`src/rtl/cv32e41s_write_buffer_fifo.sv`:
```
// Multi-entry OBI data write buffer: absorbs bufferable stores while the bus stalls, strict in-order.
// Optional stall-cycle counter enabled by defining CV32E41S_WBUF_STALL_CNT_EN.

package cv32e41s_write_buffer_fifo_pkg;

  typedef struct packed {
    logic [31:0] addr;
    logic        we;
    logic [3:0]  be;
    logic [31:0] wdata;
    logic [5:0]  atop;
    logic [1:0]  memtype;
    logic [2:0]  prot;
    logic        dbg;
  } obi_data_req_t;

  typedef struct packed {
    logic [31:0] word_addr_low;
    logic [31:0] word_addr_high;
    logic        main;
    logic        bufferable;
    logic        cacheable;
    logic        integrity;
  } pma_cfg_t;

  localparam pma_cfg_t PMA_R_DEFAULT = '{word_addr_low: 32'h0, word_addr_high: 32'h0,
                                         main: 1'b0, bufferable: 1'b0, cacheable: 1'b0,
                                         integrity: 1'b0};

endpackage

module cv32e41s_write_buffer_fifo
  import cv32e41s_write_buffer_fifo_pkg::*;
#(
  parameter int unsigned DEPTH           = 2,
  parameter int          PMA_NUM_REGIONS = 0,
  parameter pma_cfg_t    PMA_CFG[PMA_NUM_REGIONS-1:0] = '{default: PMA_R_DEFAULT}
) (
  input  logic                         clk,
  input  logic                         rst_n,
  input  logic                         valid_i,
  input  obi_data_req_t                trans_i,
  output logic                         ready_o,
  output logic                         valid_o,
  output obi_data_req_t                trans_o,
  input  logic                         ready_i,
  output logic [$clog2(DEPTH+1)-1:0]   count_o,
  output logic                         empty_o,
  output logic [15:0]                  stall_cnt_o
);

  localparam int unsigned PtrW = (DEPTH > 1) ? $clog2(DEPTH) : 1;
  localparam int unsigned CntW = $clog2(DEPTH + 1);

  typedef logic [PtrW-1:0] ptr_t;

  obi_data_req_t       mem_q [DEPTH];
  ptr_t                rd_ptr_q, rd_ptr_d;
  ptr_t                wr_ptr_q, wr_ptr_d;
  logic [CntW-1:0]     count_q, count_d;
  logic                empty;
  logic                bufferable;
  logic                push;
  logic                pop;

  // PMA parameters are carried only for configuration consistency.
  logic unused_pma;
  assign unused_pma = PMA_CFG[0].main ^ (PMA_NUM_REGIONS == 0);

  function automatic ptr_t ptr_incr(ptr_t p);
    return (p == ptr_t'(DEPTH - 1)) ? '0 : p + ptr_t'(1);
  endfunction

  assign empty      = (count_q == '0);
  assign bufferable = trans_i.memtype[0];

  always_comb begin
    valid_o = valid_i;
    trans_o = trans_i;
    ready_o = 1'b0;
    push    = 1'b0;
    pop     = 1'b0;
    if (empty) begin
      ready_o = bufferable | ready_i;
      push    = valid_i & bufferable & ~ready_i;
    end else begin
      valid_o = 1'b1;
      trans_o = mem_q[rd_ptr_q];
      pop     = ready_i;
      ready_o = bufferable & ((count_q < CntW'(DEPTH)) | ready_i);
      push    = valid_i & ready_o;
    end
  end

  always_comb begin
    count_d  = count_q;
    rd_ptr_d = rd_ptr_q;
    wr_ptr_d = wr_ptr_q;
    if (push) wr_ptr_d = ptr_incr(wr_ptr_q);
    if (pop)  rd_ptr_d = ptr_incr(rd_ptr_q);
    if (push && !pop) count_d = count_q + CntW'(1);
    if (pop && !push) count_d = count_q - CntW'(1);
  end

  always_ff @(posedge clk or negedge rst_n) begin
    if (!rst_n) begin
      count_q  <= '0;
      rd_ptr_q <= '0;
      wr_ptr_q <= '0;
      for (int i = 0; i < int'(DEPTH); i++) begin
        mem_q[i]    <= '0;
        mem_q[i].we <= 1'b1;
      end
    end else begin
      count_q  <= count_d;
      rd_ptr_q <= rd_ptr_d;
      wr_ptr_q <= wr_ptr_d;
      if (push) mem_q[wr_ptr_q] <= trans_i;
    end
  end

  assign count_o = count_q;
  assign empty_o = empty;

`ifdef CV32E41S_WBUF_STALL_CNT_EN
  logic [15:0] stall_cnt_q;

  always_ff @(posedge clk or negedge rst_n) begin
    if (!rst_n) begin
      stall_cnt_q <= 16'h0000;
    end else if (valid_i && !ready_o && (stall_cnt_q != 16'hFFFF)) begin
      stall_cnt_q <= stall_cnt_q + 16'd1;
    end
  end

  assign stall_cnt_o = stall_cnt_q;
`else
  assign stall_cnt_o = 16'h0000;
`endif

`ifndef SYNTHESIS
  a_no_overflow: assert property (@(posedge clk) disable iff (!rst_n)
    !(push && !pop && (count_q == CntW'(DEPTH))));
  a_no_underflow: assert property (@(posedge clk) disable iff (!rst_n)
    !(pop && (count_q == '0)));
`endif

endmodule

```
`config.mk`:
```
export PLATFORM = sky130hd
export DESIGN_NAME = cv32e41s_write_buffer_fifo
export DESIGN_NICKNAME = d
export VERILOG_FILES = /design/src/rtl/cv32e41s_write_buffer_fifo.sv
export SDC_FILE = /design/constraint.sdc
export NUM_CORES = 1
export LEC_CHECK = 0
export CAP_MARGIN = 20
export CELL_PAD_IN_SITES_DETAIL_PLACEMENT = 0
export CELL_PAD_IN_SITES_GLOBAL_PLACEMENT = 2
export CORE_MARGIN = 3
export CORE_UTILIZATION = 31
export CTS_BUF_LIST = sky130_fd_sc_hd__clkbuf_2
export DETAILED_ROUTE_END_ITERATION = 16
export GPL_TIMING_DRIVEN = 0
export PLACE_DENSITY_LB_ADDON = 0.1
export RECOVER_POWER = 25
export SYNTH_ARGS = -nofsm -noshare
export SYNTH_HDL_FRONTEND = slang
export SYNTH_SLANG_ARGS = --single-unit
```
`constraint.sdc`:
```
create_clock -name clk -period 1.9 [get_ports clk]
set_input_delay 0.38 -clock clk [delete_from_list [all_inputs] [get_ports clk]]
set_output_delay 0.38 -clock clk [all_outputs]
set_load 0.05 [all_outputs]
```
Word-level counts from Yosys, hierarchy flattened
Cells that the tools add are included.
{ "word_totals": {"ff_bits": 166, "in_bits": 85, "output_inout_bits": 102, "wordCells": 58} }
{ "classes": {"addsub": 4, "order_cmp": 4, "mux": 15, "n_bitwise": 9, "n_reduce_logical": 7} }
{ "ops": {"columns": ["cell", "count"], "rows": [
  ["$mux W81", 5],
  ["$bwmux W162", 1],
  ["$demux W81 S1", 1],
  ["$mux W1", 6],
  ["$and A1 B1 Y1", 4],
  ["$ge A2 B2 Y1 const B", 2],
  ["$mux W2", 2],
  ["$not A1 Y2", 2],
  ["$logic_and A1 B1 Y1", 3],
  ["$add A1 B1 Y1 const B", 2],
  ["$add A2 B1 Y2 const B", 1],
  ["$logic_not A1 Y1", 2],
  ["$logic_not A2 Y1", 1],
  ["$lt A2 B1 Y1 const B", 1],
  ["$lt A2 B2 Y1 const B", 1],
  ["$or A1 B1 Y1", 2],
  ["$reduce_bool A2 Y1", 1],
  ["$sub A2 B1 Y2 const B", 1],
  ["$not A1 Y1", 1]
]} }

Longest topological paths before layout
{ "depth": {"word_depth": 8, "depth_mapped": 6, "mapped_depth_nobuf": 6} }

Worst setup path after synthesis
OpenSTA, ideal clock, no wires.
{ "synth_timing": {"path_kind": "register to output", "from": "register count_q[0] (netlist: count_o[0])", "to": "output trans_o[55] in the netlist's numbering", "t_arrival_ns": 2.427, "required_ns": 1.520, "setup_slack_ns": -0.907, "stages_incl_launch_ff": 5, "path_cell_list": "dfrtp_1 -> or2_2 -> clkinv_1 -> clkbuf_1 -> o21ai_0"} }
{ "synth_rtl": {"columns": ["element", "line", "source"], "rows": [
  ["start, declared", "60", "logic [CntW-1:0] count_q, count_d;"],
  ["start signal, assigned", "115", "count_q <= count_d;"],
  ["end, declared", "45", "output obi_data_req_t trans_o,"]
]} }

==> reports/metrics.cfg <==
[job]
cap_violations=1

[sta]
drv_slew=63
min_period_ns=2.56
final-setup-viol-count=248
final_hold_viol_count=0
worst_slack_ns=-0.657
finalSetupTns_ns=-98.39
tightestPinTransition_ns=1.68
post-route-period-util_pct=135
fin_worst_skew_ns=0.0513
clock.fmax_ghz=0.391
rsz0062_at_grt=true
slew_headroom_pct=-11.8

[place]
gp_congestion=0.723
preCtsSetupSlack_ns=-1.22
portBuffers=170
place_inst=1173
dp_hpwl_um=15400

[floorplan]
die_area_sq_um=29100
die_x_um=170
initial_utilization_pct=31.8
die_h_um=170
core-area_sq_um=26400
io_pins=187
num_rows=59

[routing]
dr.pass1.iters=4
drtIter0Drc=212
wl_um=25900
avgRoutedWirePerCell_um=20.5
post-route-drc-count=0
via_count=6047
antenna_left=0
viasPerCell=4.79

[synthesis]
synth.distinct_cells=30
ys_warn_count=0
synth_top_family_by_area=multiplexers
synth_area_leaders=dfrtp_1 49%, mux2_4 14%, mux2_2 9.9%, mux2i_1 9.7%, o21ai_0 4.9%
seq_area_frac_synth_pct=49.6
synth_compound_area_share_pct=4.95
syn_area_sq_um=8380
synth_simple_gate_area_share_pct=4.85
yosys_register_bits=166
syn-instance-count=652
muxShareOfSynthArea_pct=34.7
synth_area_per_cell_sq_um=12.9
yosysTopAreaCellShare_pct=48.9
synth-adder-area-share_pct=0.149
synth_top_area_cell=dfrtp_1
synth-xor-area-share_pct=0.522

[clock_tree]
clockBufferDepth=2
tritoncts=done
numCtsBuffers=17
clockRootBuffer=clkbuf_2
insertion_delay_ns=0.73
htreeDepth=4
path_clk_slew_ns=0.28
cts.sinks=166

[worst_hold_path]
hold_path_class=primary input to flop

[final_layout]
final_cells=1262
utilization_pct=52.2
syn2layout_area_growth_pct=64.2
drive_gt1_share_pct=60.0
nNetsFinal=999

[global_route]
grt_max_degree=105
grt-ovfl-total=0
grt_pass1_wl_um=37800
grt_usage_pct=16.8
antenna_found_initial=2
grt_pass1_vias=6593

[worst_setup_path]
path_max_fanout=7
cp.arrival_ns=2.18
crit_type=flop to output port
required_ns=1.52
crit_path_end_kind=output port
start_kind=flop

[outcome]
status=complete, but fails checks
violations=max-capacitance violations, max-slew violations, negative setup slack

worst paths after layout:
check | startpoint | to | slack [ns] | cells past startpoint
setup / recovery | count_o[1] | trans_o[56] | -0.66 | 7
hold / removal | trans_i[78] | mem_q[159] | 0.30 | 2
setup reg to reg | count_o[1] | mem_q[42] | -0.39 | 8
hold reg to reg | mem_q[4] | mem_q[4] | 0.53 | 1
max in group asynchronous | rst_n | count_o[0] | 0 | 3
min in group asynchronous | rst_n | mem_q[39] | 0.59 | 2
Yosys cell counts, drive strengths merged:
master,number
dfrtp,164
mux2,160
nand2,83
o21ai,82
mux2i,81
buf,38
clkbuf,21
xnor2,3
dfstp,2
or2,2
or3,2
xor2,2
a21oi,1
and2,1
and2b,1
clkinv,1
conb,1
ha,1
inv,1
nand2b,1
nor2,1
nor3b,1
nor4,1
or4b,1
kinds of logic (layout without fill, tap and decap cells):
logic type,after synthesis,after routing
simple gates,94,94
flops,166,166
fa+ha+maj,1,1
buf+inv,61,320
other cells,1,17
compound gates,83,83
xor+xnor,5,5
mux,241,241
state kept, by name, summed over array words and instances (netlist names):
| signal | flops |
|---|---|
| wr_ptr_q | 1 |
| mem_q | 162 |
| rd_ptr_q | 1 |
| count_o | 2 |
worst max-delay path, stage by stage (launching register included):
cell       delay [ns]
dfrtp_2          0.45
or2_4            0.30
clkinv_8         0.09
clkbuf_16        0.17
clkbuf_16        0.17
nand2_4          0.06
o21ai_4          0.07
buf_6            0.18
layout by cell type, fill, tap and decap left out, types with 4 or more instances in the layout:
cell type,count
clkbuf_16,29
buf_6,77
o21ai_2,29
nand2_4,38
inv_6,4
mux2_4,157
mux2i_2,6
nand2_1,27
buf_4,37
nand2_2,18
clkbuf_8,7
buf_8,25
dfrtp_1,161
o21ai_4,53
conb_1,16
mux2i_1,75
clkbuf_2,21
clkinv_4,4
clkdlybuf4s50_1,83
buf_12,22
stage by stage:
stage / area [sq um] / hold slack (ns)
3_3_place_gp: 11200 / 0.448
5_1_grt: 13800 / 0.209
3_5_place_dp: 11200 / 0.368
4_1_cts: 12600 / 0.0910
2_1_floorplan: 9080 / 0.0844
6_report: 13800 / 0.301
what timing repair did:
| action | in CTS | in global routing |
|---|---|---|
| gates resized for setup | 797 | 184 |
| pin swaps | 12 | 21 |
| setup endpoints to repair | 245 | 248 |
| setup buffers | 23 | 11 |
| hold buffers | 1 | 0 |
| hold endpoints to repair | 62 | 0 |
| gates cloned | 11 | 16 |
final cells by class:
type / count / area (sq um)
fillers: 2254 / 12600
multi-input cells: 440 / 5250
flip-flops and latches: 166 / 4160
repair buffers: 230 / 2850
plain buffers: 55 / 816
well taps: 335 / 419
clock inverters: 13 / 148
clock buffers: 19 / 95.1
inverters: 2 / 20.0
repair inverters: 1 / 8.76
diodes: 1 / 2.50
metal layers:
layer	share of wire [%]	global-route usage, %	routed length [um]
met1	45	22.1	11700
met2	50	28.3	12900
met3	3.9	3.53	1010
met4	0.94	4.02	244
met5	0.050	0	13
Power is left out: the tool's default activity adds up to more than one toggle a clock period on the data nets, which glitch-free logic cannot reach.
